`config.mk`:
```
export PLATFORM = sky130hd
export DESIGN_NAME = dcache_line_xfer
export DESIGN_NICKNAME = d
export VERILOG_FILES = /design/src/rtl/dcache_line_xfer.sv
export SDC_FILE = /design/constraint.sdc
export NUM_CORES = 1
export LEC_CHECK = 0
export ABC_AREA = 0
export BUFFER_PORTS_ARGS = -buffer_cell sky130_fd_sc_hd__buf_2
export CORE_AREA = 5 5 262 264
export CTS_BUF_LIST = sky130_fd_sc_hd__clkbuf_8
export DETAILED_ROUTE_END_ITERATION = 8
export DIE_AREA = 0 0 267 269
export MAX_ROUTING_LAYER = met4
export PLACE_DENSITY = 0.62
export SLEW_MARGIN = 20
export SYNTH_ARGS = -nofsm -noshare
export SYNTH_HDL_FRONTEND = slang
export SYNTH_SLANG_ARGS = --single-unit
```
`constraint.sdc`:
```
create_clock -name CLK -period 32.6 [get_ports CLK]
set_input_delay 3.26 -clock CLK [delete_from_list [all_inputs] [get_ports CLK]]
set_output_delay 3.26 -clock CLK [all_outputs]
set_load 0.005 [all_outputs]
```
`src/rtl/dcache_line_xfer.sv`:
```
// dcache_line_xfer: writes back a victim line and/or fills a missing line, one word per memory handshake.
module dcache_line_xfer #(
    parameter int WORDS  = 8,
    parameter int ADDR_W = 32,
    parameter int DATA_W = 32
) (
    input  logic                      CLK,
    input  logic                      RST,
    input  logic                      wb_start,
    input  logic                      fill_start,
    input  logic [ADDR_W-1:0]         wb_addr,
    input  logic [ADDR_W-1:0]         fill_addr,
    input  logic [WORDS*DATA_W-1:0]   wb_line,
    input  logic                      mem_valid,
    input  logic [DATA_W-1:0]         mem_rdata,
    output logic [ADDR_W-1:0]         mem_addr,
    output logic [DATA_W-1:0]         mem_wdata,
    output logic                      mem_we,
    output logic                      mem_rden,
    output logic [WORDS*DATA_W-1:0]   fill_line,
    output logic                      fill_valid,
    output logic                      busy,
    output logic                      done
);
    localparam int IW = $clog2(WORDS);
    localparam int OW = IW + 2;
    typedef enum logic [1:0] {IDLE, WB, FILL, DONE} state_t;
    state_t                    state;
    logic [IW-1:0]             idx;
    logic                      pending_fill;
    logic [ADDR_W-1:0]         wb_base;
    logic [ADDR_W-1:0]         fill_base;
    logic [WORDS*DATA_W-1:0]   wb_buf;
    logic [ADDR_W-1:0]         offset;
    assign offset    = {{(ADDR_W-OW){1'b0}}, idx, 2'b00};
    assign mem_we    = state == WB;
    assign mem_rden  = state == FILL;
    assign busy      = state != IDLE;
    assign done      = state == DONE;
    assign mem_addr  = mem_we ? (wb_base | offset) : mem_rden ? (fill_base | offset) : '0;
    assign mem_wdata = mem_we ? wb_buf[idx*DATA_W +: DATA_W] : '0;
    always_ff @(posedge CLK or posedge RST) begin
        if (RST) begin
            state        <= IDLE;
            idx          <= '0;
            pending_fill <= 1'b0;
            wb_base      <= '0;
            fill_base    <= '0;
            wb_buf       <= '0;
            fill_line    <= '0;
            fill_valid   <= 1'b0;
        end else begin
            case (state)
                IDLE: if (wb_start | fill_start) begin
                    wb_base      <= {wb_addr[ADDR_W-1:OW], {OW{1'b0}}};
                    fill_base    <= {fill_addr[ADDR_W-1:OW], {OW{1'b0}}};
                    wb_buf       <= wb_line;
                    fill_valid   <= 1'b0;
                    idx          <= '0;
                    pending_fill <= wb_start & fill_start;
                    state        <= wb_start ? WB : FILL;
                end
                WB: if (mem_valid) begin
                    idx <= idx + 1'b1;
                    if (&idx)
                        state <= pending_fill ? FILL : DONE;
                end
                FILL: if (mem_valid) begin
                    fill_line[idx*DATA_W +: DATA_W] <= mem_rdata;
                    // idx holds at the last word; the next start rewinds it
                    if (&idx) begin
                        state      <= DONE;
                        fill_valid <= 1'b1;
                    end else begin
                        idx <= idx + 1'b1;
                    end
                end
                default: state <= IDLE;
            endcase
        end
    end
endmodule

```
=== Word-level counts from Yosys, hierarchy flattened ===
Cells that the tools add are included.

* Reduce and logical (&&, ||, !) cells: 10
* Shift operators: 3
* $add $sub $neg: 2
* Bitwise operators: 4
* Muxes and demuxes: 21
* Equality and inequality tests: 9

{| class="wikitable"
|+ Operators by type and width
! kind !! number
|-
| bitwise mux 256 bit || 1
|-
| variable shift 32 x 34 -> 256 bit, first input constant || 1
|-
| variable part select 256 x 9 -> 32 bit || 1
|-
| variable part select 32 x 34 -> 256 bit || 1
|-
| two-way mux 32 bit || 3
|-
| bitwise OR 32 x 5 -> 32 bit || 2
|-
| negation 8 -> 34 bit || 1
|-
| two-way mux 2 bit || 6
|-
| two-way mux 3 bit || 4
|-
| AND reduction 5 bit || 2
|-
| one-hot mux 3 bit (3 select lines) || 1
|-
| != test 2 bit, second input constant || 4
|-
| one-hot mux 2 bit (3 select lines) || 1
|-
| == test 2 bit, second input constant || 2
|-
| two-way mux 1 bit || 4
|-
| != test 2 x 1 -> 1 bit, second input constant || 2
|-
| AND reduction 2 bit || 2
|-
| AND reduction 4 bit || 1
|-
| nonzero test 2 bit || 2
|-
| adder 3 x 1 -> 3 bit, second input constant || 1
|-
| AND reduction 3 bit || 1
|-
| nonzero test 3 bit || 1
|-
| == test 2 x 1 -> 1 bit, second input constant || 1
|-
| logical NOT 2 bit || 1
|-
| 3 further kinds || 3
|}

* Flip-flop bits (word level): 573
* Output and inout port bits: 325
* Bits of input ports: 357

=== Longest topological paths before layout ===
Gate-level depths: netlist of the first run.

* Depth in word-level cells: 4
* Gate-level depth with buffers: 11
* Gate-level depth less buffers: 6

=== Least setup slack after synthesis of the first run ===
OpenSTA, ideal clock, no wires.

* Path kind: flip-flop to output port
* Start: reg state[0]
* End: out mem_addr[11]
* Path slack: 27.635 ns
* Stages on the path, launching flop included: 8
* Data arrival time: 1.705 ns
* Path buffers: 2
* Cells stage by stage: dfrtp_1 -> inv_1 -> ha_1 -> buf_2 -> inv_1 -> nor2_1 -> clkbuf_1 -> a22o_1

* Word-level cells in the longest chain between the ends: 3

{| class="wikitable"
|+ Ends and longest elaborated chain
! item !! RTL line !! source
|-
| start: declaration || 28 || <nowiki>state_t state;</nowiki>
|-
| start signal: assignment || 61 || <nowiki>state <= wb_start ? WB : FILL;</nowiki>
|-
| start signal: assignment || 66 || <nowiki>state <= pending_fill ? FILL : DONE;</nowiki>
|-
| == test 2 bit || 37 || <nowiki>assign mem_rden = state == FILL;</nowiki>
|-
| net mem_rden || 19 || <nowiki>output logic mem_rden,</nowiki>
|-
| two-way mux 32 bit (2 in a row) || 40 || <nowiki>assign mem_addr = mem_we ? (wb_base | offset) : mem_rden ? (fill_base | offset) : '0;</nowiki>
|-
| end: declaration || 16 || <nowiki>output logic [ADDR_W-1:0] mem_addr,</nowiki>
|}

The timed path passes the listed nets, and every way through them passes these cells.

=== Final worst setup path of the first run ===
* Start: reg idx[1]
* End: out mem_wdata[29]

* Word-level cells in the longest chain between the ends: 2

{| class="wikitable"
|+ Ends and longest elaborated chain
! item !! RTL line !! source
|-
| start: declaration || 29 || <nowiki>logic [IW-1:0] idx;</nowiki>
|-
| start signal: assignment || 64 || <nowiki>idx <= idx + 1'b1;</nowiki>
|-
| start signal: assignment || 75 || <nowiki>idx <= idx + 1'b1;</nowiki>
|-
| variable part select 256 x 9 -> 32 bit || 41 || <nowiki>assign mem_wdata = mem_we ? wb_buf[idx*DATA_W +: DATA_W] : '0;</nowiki>
|-
| two-way mux 32 bit || 41 ||
|-
| end: declaration || 17 || <nowiki>output logic [DATA_W-1:0] mem_wdata,</nowiki>
|}

No other way between the ends.

==> metrics.txt, run 1 <==
clk_lat worst skew=0.68 ns; Post-Synth XOR/XNOR Area=0%; DRT iter0 DRCs=767; ys async rst share=100.0%; root buffer cell=clkbuf_8; HP Class=reg -> reg; number of iterations in the first detailed-routing pass=5; Design Power=2.905 mW; Final nets=2686; Fin Clk Skew=0.03052 ns; leakage power=15.35 nW; status=finished clean; Die Wd=267 um; Final setup viols=0; Post-CTS Setup Bufs=0; post-synthesis compound-gate area fraction=3.183%; min Tclk post-route=6.681 ns; via count=16490; crit-path max FO=35; die height=269 um; Mapped Avg Cell Area=15.09 sq um; RePlAce Congestion=0.8932; number of global-route vias before repair=17990; clk sinks=573; CTS Buf Count=99; slew margin rel.=25.29%; Final Hold Vio Count=0; Post-Synth Simple-Gate Area=4.264%; CP Launch Type=register; Yosys cell types=42; port bufs=669; standard-cell rows=95; gr ovfl total=0; area of the mapped netlist=24650 sq um; setup TNS=0 ns; Cells after DPL=3092; DRT Wirelength=74300 um; HPWL after DPL=53840 um; sw power=953.7 uW; clk slew on worst S/H paths=0.06 ns; combinational share of power=37.1%; data required time at the worst endpoint=29.34 ns; top post-synthesis cells by count=dfrtp_1, mux2_2, nand2_1; Filler Cell Count=5993; Initial Util=37.16%; CORE AREA=66330 sq um; share of total power in the clock network=21.8%; Worst-Margin Slew=1.112 ns; post_cts resized=0; Crit Path Class=reg -> out; RSZ-0062 raised after global routing=false; Buf/Inv on CP=2; Critical Path, Cell by Cell=buf_4, mux4_2, nand2_1, a21boi_0, buf_2; Arr. time, crit path=3.42 ns; H-tree levels=3; most frequent cell after synthesis=dfrtp_1; #FFs+latches synth=573; DRC violations left=0; post-synthesis sequential area ratio=58.18%; wire length per cell=22.47 um; switching share of power=32.82%; period utilisation layout=20.49%; initial antenna violation count=48; share of post-route cells with drive strength above 1=60.63%; Pins Over Slew Limit=0; main combinational cell family by area after synthesis=multiplexers; die area=71820 sq um; Crit. End Element=output pin; Max stage delay cell, worst path=dfrtp_4; largest net degree at the start of global routing=153; fin cells=3306; global-route wire length before repair=110700 um; area share of fa/ha/maj cells after synthesis=0.4569%; YS warnings=0; hold buffer count at cts=0; antenna viol nets, final=0; All-Layer GR Usage=20.62%; sequential share of power=41.2%; leading area contributor after synthesis=dfrtp_1; Post-synth EDFFs=0; power density over cell area=94.14 nW/um^2; boundary pin count=682; CTS tree=yes; clk buf depth=3; top_reg_cell synth=dfrtp_1; family with the most delay on the worst path=flip-flops; Area Overhead vs Synth=25.21%; Critical Path Max Stage Delay=0.89 ns; achievable frequency=0.1497 GHz; ranking of synthesized cells by area=dfrtp_1, mux2_2, mux4_2; Vias/cell=4.987; Max Cap Viol=0; worst vdd ir=51.64 uV; Yosys top cell area share=58.18%; multiplexer share of the synthesized area=31.24%; Synth Instances=1633; cell internal pwr=1.952 mW
==> flip-flops by register name, indices dropped and copies added (netlist names) <==
signal	cells
state	2
pending_fill	1
fill_valid	1
wb_buf	256
wb_base	27
fill_base	27
idx	3
fill_line	256
==> tightest hold or removal path: stages (launching register included) <==
cell and delay [ns]:
dfrtp_1 0.34, nand2_1 0.05, nand2_1 0.05
==> cell usage in the layout (no fill, tap or decap), drive strengths merged, types with 2 or more instances in the layout <==
cell type,instances
and2,64
o31ai,20
a31oi,2
clkinvlp,2
nor2,11
o211ai,2
inv,51
ha,9
nor4b,2
clkbuf,121
a21boi,32
mux4,64
clkinv,10
nand2,75
a22o,27
o21ai,21
diode,48
buf,697
nor4,2
nor2b,3
mux2i,15
mux2,536
nand2b,3
dfrtp,573
o21bai,2
conb,2
nand3,29
a21oi,2
==> final timing paths <==
kind | from | endpoint | slack [ns] | depth (start not counted)
min | pending_fill$_DFFE_PP0P_ | pending_fill$_DFFE_PP0P_ | 0.47 | 2
max reg2reg | idx[0]$_DFFE_PP0P_ | fill_line[129]$_DFFE_PP0P_ | 28.00 | 7
max | idx[1]$_DFFE_PP0P_ | mem_wdata[29] | 25.92 | 5
max in group asynchronous | RST | fill_base[12]$_DFFE_PP0P_ | 26.83 | 5
min in group asynchronous | RST | wb_buf[89]$_DFFE_PP0P_ | 2.77 | 2
min reg2reg | pending_fill$_DFFE_PP0P_ | pending_fill$_DFFE_PP0P_ | 0.47 | 2
==> routing by layer <==
layer  vias up  GRT usage [%]  wire, um
li1       7329              -         -
met1      8431          23.11     27820
met2       603          34.36     37550
met3       123          7.455      6802
met4         0          7.171      2125
met5         -              -         0
==> logic make-up after synthesis <==
group / Yosys count
compound gates: 108
fa+ha+maj: 9
buf+inv: 131
flops: 573
mux: 615
other cells: 1
simple gates: 196
==> through the flow <==
step | cell area (sq um) | util (%) | setup slack, ns | hold WS [ns]
6_report | 30860 | 46.53 | 25.92 | 0.4737
3_3_place_gp | 28770 | 43.37 | 25.73 | 0.4648
3_5_place_dp | 28800 | 43.43 | 25.64 | 0.4628
4_1_cts | 30730 | 46.33 | 25.70 | 0.4776
5_1_grt | 30860 | 46.53 | 25.60 | 0.4977
2_1_floorplan | 24650 | - | 13.31 | 0.4372
==> final cells by class <==
class,instances,area [sq um],area share (%)
inverter,19,78.83,0.2554
timing repair buffer,697,3602,11.67
antenna,48,120.1,0.3892
clock buffer,121,1665,5.396
tap,873,1092,3.539
sequential,573,14350,46.49
multi-input combinational,930,9698,31.43
clock inverter,45,256.5,0.8311
==> power groups by stage <==
stage / Clock [mW] / Combinational, mW / Sequential [mW]
after CTS: 0.654 / 1.10 / 1.20
after floorplan: 0 / 0.733 / 1.15
after detailed placement: 0 / 1.10 / 1.21
final: 0.632 / 1.08 / 1.20
after global placement: 0 / 1.07 / 1.19
after global routing: 0.687 / 1.17 / 1.23
Power figures use the tool's default switching activity.
==> run 2: changes to the inputs <==
- ABC_AREA: 0 -> 1
- CORE_AREA: 5 5 262 264 -> 5 5 259 261
- DIE_AREA: 0 0 267 269 -> 0 0 264 266
- PLACE_DENSITY: 0.62 -> 0.65
- clock period: 32.6 -> 6.85 ns (I/O delays scaled with it)
==> run 2 against run 1 <==
  * Synthesized cell count up 96%
  * Via count is 41% higher
  * Clock skew grew 0.043 ns
  * Sequential power increased to 4.2 times the previous value
  * Core utilization grew 2.1 points
  * Worst hold slack worse by 0.29 ns
  * Final cell count increased by 44%
  * Critical path type unchanged
  * Largest cell class unchanged
==> metrics.txt, run 2 <==
die area=70220 sq um; die height=266 um; root buffer cell=clkbuf_8; setup TNS=0 ns; clk slew on worst S/H paths=0.06 ns; Mapped Avg Cell Area=7.938 sq um; Post-synth EDFFs=0; Final nets=4175; Final Hold Vio Count=0; HP Class=in -> reg; number of global-route vias before repair=22460; most frequent cells in the layout=nand2_1, buf_2, dfrtp_1; slew margin rel.=22.34%; antenna viol nets, final=0; port bufs=669; clk sinks=573; largest net degree at the start of global routing=270; status=finished clean; All-Layer GR Usage=25.75%; hold depth=3; RSZ-0062 raised after global routing=false; area of the mapped netlist=25430 sq um; biggest regs=fill_line (256), wb_buf (256); Arr. time, crit path=3.87 ns; global-route wire length before repair=136700 um; share of total power in the clock network=23.8%; worst vdd ir=220.5 uV; boundary pin count=682; via count=23270; period utilisation layout=66.52%; ranking of synthesized cells by area=dfrtp_1, nand2_1, o21ai_0; R2R cell count=10; CORE AREA=64230 sq um; Area Overhead vs Synth=22.77%; Final setup viols=0; Worst-Margin Slew=1.161 ns; Yosys cell types=27; #FFs+latches synth=573; achievable frequency=0.2195 GHz; Die Wd=264 um; sw power=5.408 mW; hold_ws=0.1801 ns; Post-CTS Setup Bufs=0; Synth Instances=3204; cell internal pwr=7.689 mW; commonest non-fill, non-tap cell in the layout=nand2_1; leakage power=17.46 nW; min Tclk post-route=4.557 ns; clk buf depth=3; YS warnings=0; standard-cell rows=93; H-tree levels=3; global-route met1 utilization=34.23%; switching share of power=41.29%; share of post-route cells with drive strength above 1=22.70%; top post-synthesis cells by count=nand2_1, dfrtp_1, o21ai_0; power density over cell area=419.5 nW/um^2; DRC violations left=0; crit-path max FO=77; met3 Resource Use GR=5.097%; Fin Clk Skew=0.07313 ns; Crit Path Class=reg -> out; Max Cap Viol=0; gr ovfl total=0; post-route core utilization=48.61%; DRT Wirelength=90430 um; data required time at the worst endpoint=6.16 ns; DRT iter0 DRCs=2370; CP Launch Type=register; Pins Over Slew Limit=0; CTS Buf Count=99; Yosys top cell area share=56.38%; CTS tree=yes; sequential share of power=38.6%; Crit. End Element=output pin; M2 GR Usage=39.01%; leading area contributor after synthesis=dfrtp_1; combinational share of power=37.6%; Vias/cell=4.896; HPWL after DPL=63190 um; Initial Util=39.60%; ys async rst share=100.0%; post-synthesis sequential area ratio=56.38%; top_reg_cell synth=dfrtp_1; initial antenna violation count=15; most frequent cell after synthesis=nand2_1; RePlAce Congestion=0.9101; wire length per cell=19.03 um; clk_lat worst skew=0.73 ns; number of iterations in the first detailed-routing pass=6; Design Power=13.10 mW; GR peak layer=met2
==> run 2: changes by cell type in the layout (fill, tap and decap cells not counted), sizes merged, moves of 15 or more <==
cell	delta
mux2i	-15
nor2	+135
and2	-64
mux2	-536
nand2	+1320
mux4	-64
o21ai	+328
diode	-32
inv	+247
a21oi	+35
o31ai	-20
a22o	-27
a21boi	-32
nand3	+198
==> run 2: critical path, stage by stage, from the launching register on <==
cell	delay [ns]
dfrtp_4	0.76
buf_4	0.47
buf_4	0.80
nand2_1	0.13
a21oi_1	0.54
nor2_1	0.16
nor2_1	0.15
buf_2	0.13
==> run 2: layout make-up <==
cell class              instances  area, sq um
repair buffers                700         3671
diodes                         16        40.04
clock inverters                48        261.5
clock buffers                 125         1720
inverters                     267         1011
multi-input cells            2168         9102
fillers                      6418        33010
flip-flops and latches        573        14350
well taps                     855         1070
==> run 2: cell families (layout without fill, tap and decap cells) <==
logic type,after synthesis,count (layout),synth area share (%)
simple gates,1770,1770,27.61
other cells,1,18,0.01474
flops,573,573,56.38
buf+inv,464,1140,7.886
fa+ha+maj,9,9,0.4428
compound gates,387,387,7.665
==> run 2: through the flow <==
step / std cells / worst slack, ns / cell area (sq um)
3_5_place_dp: 4561 / 2.783 / 29170
6_report: 4752 / 2.294 / 31220
5_1_grt: 4749 / 2.089 / 31220
2_1_floorplan: 3205 / -1.641 / 25440
4_1_cts: 4734 / 2.232 / 31150
3_3_place_gp: 4561 / 2.820 / 29170
==> run 2: power groups by stage <==
stage	registers [mW]	logic, mW	clock network (mW)
6_report	5.05	4.93	3.12
5_1_grt	5.17	5.62	3.36
3_3_place_gp	5.06	4.88	0
4_1_cts	5.05	4.98	3.19
3_5_place_dp	5.09	4.95	0
2_1_floorplan	4.97	3.31	0
==> run 2: final timing paths <==
check                                                from                    endpoint  slack, ns
worst max-delay path                   idx[0]$_DFFE_PP0P_                mem_wdata[6]       2.29
worst min-delay path                          wb_line[51]      wb_buf[51]$_DFFE_PP0P_       0.18
worst max register to register         idx[0]$_DFFE_PP0P_  fill_line[137]$_DFFE_PP0P_       2.82
worst min register to register  fill_line[93]$_DFFE_PP0P_   fill_line[93]$_DFFE_PP0P_       0.46
max in group asynchronous                             RST          idx[0]$_DFFE_PP0P_       4.73
min in group asynchronous                             RST     wb_buf[199]$_DFFE_PP0P_       0.53
==> run 2: repair_timing <==
item | CTS | global route
gates resized for setup | 0 | 0
hold buffers | 0 | 1
hold endpoints to repair | 0 | 11
==> run 2: metal layers <==
metal	part of all wire, %	wire length (um)
met1	42	38140
met2	46	41830
met3	7.3	6642
met4	4.2	3816
met5	0	0
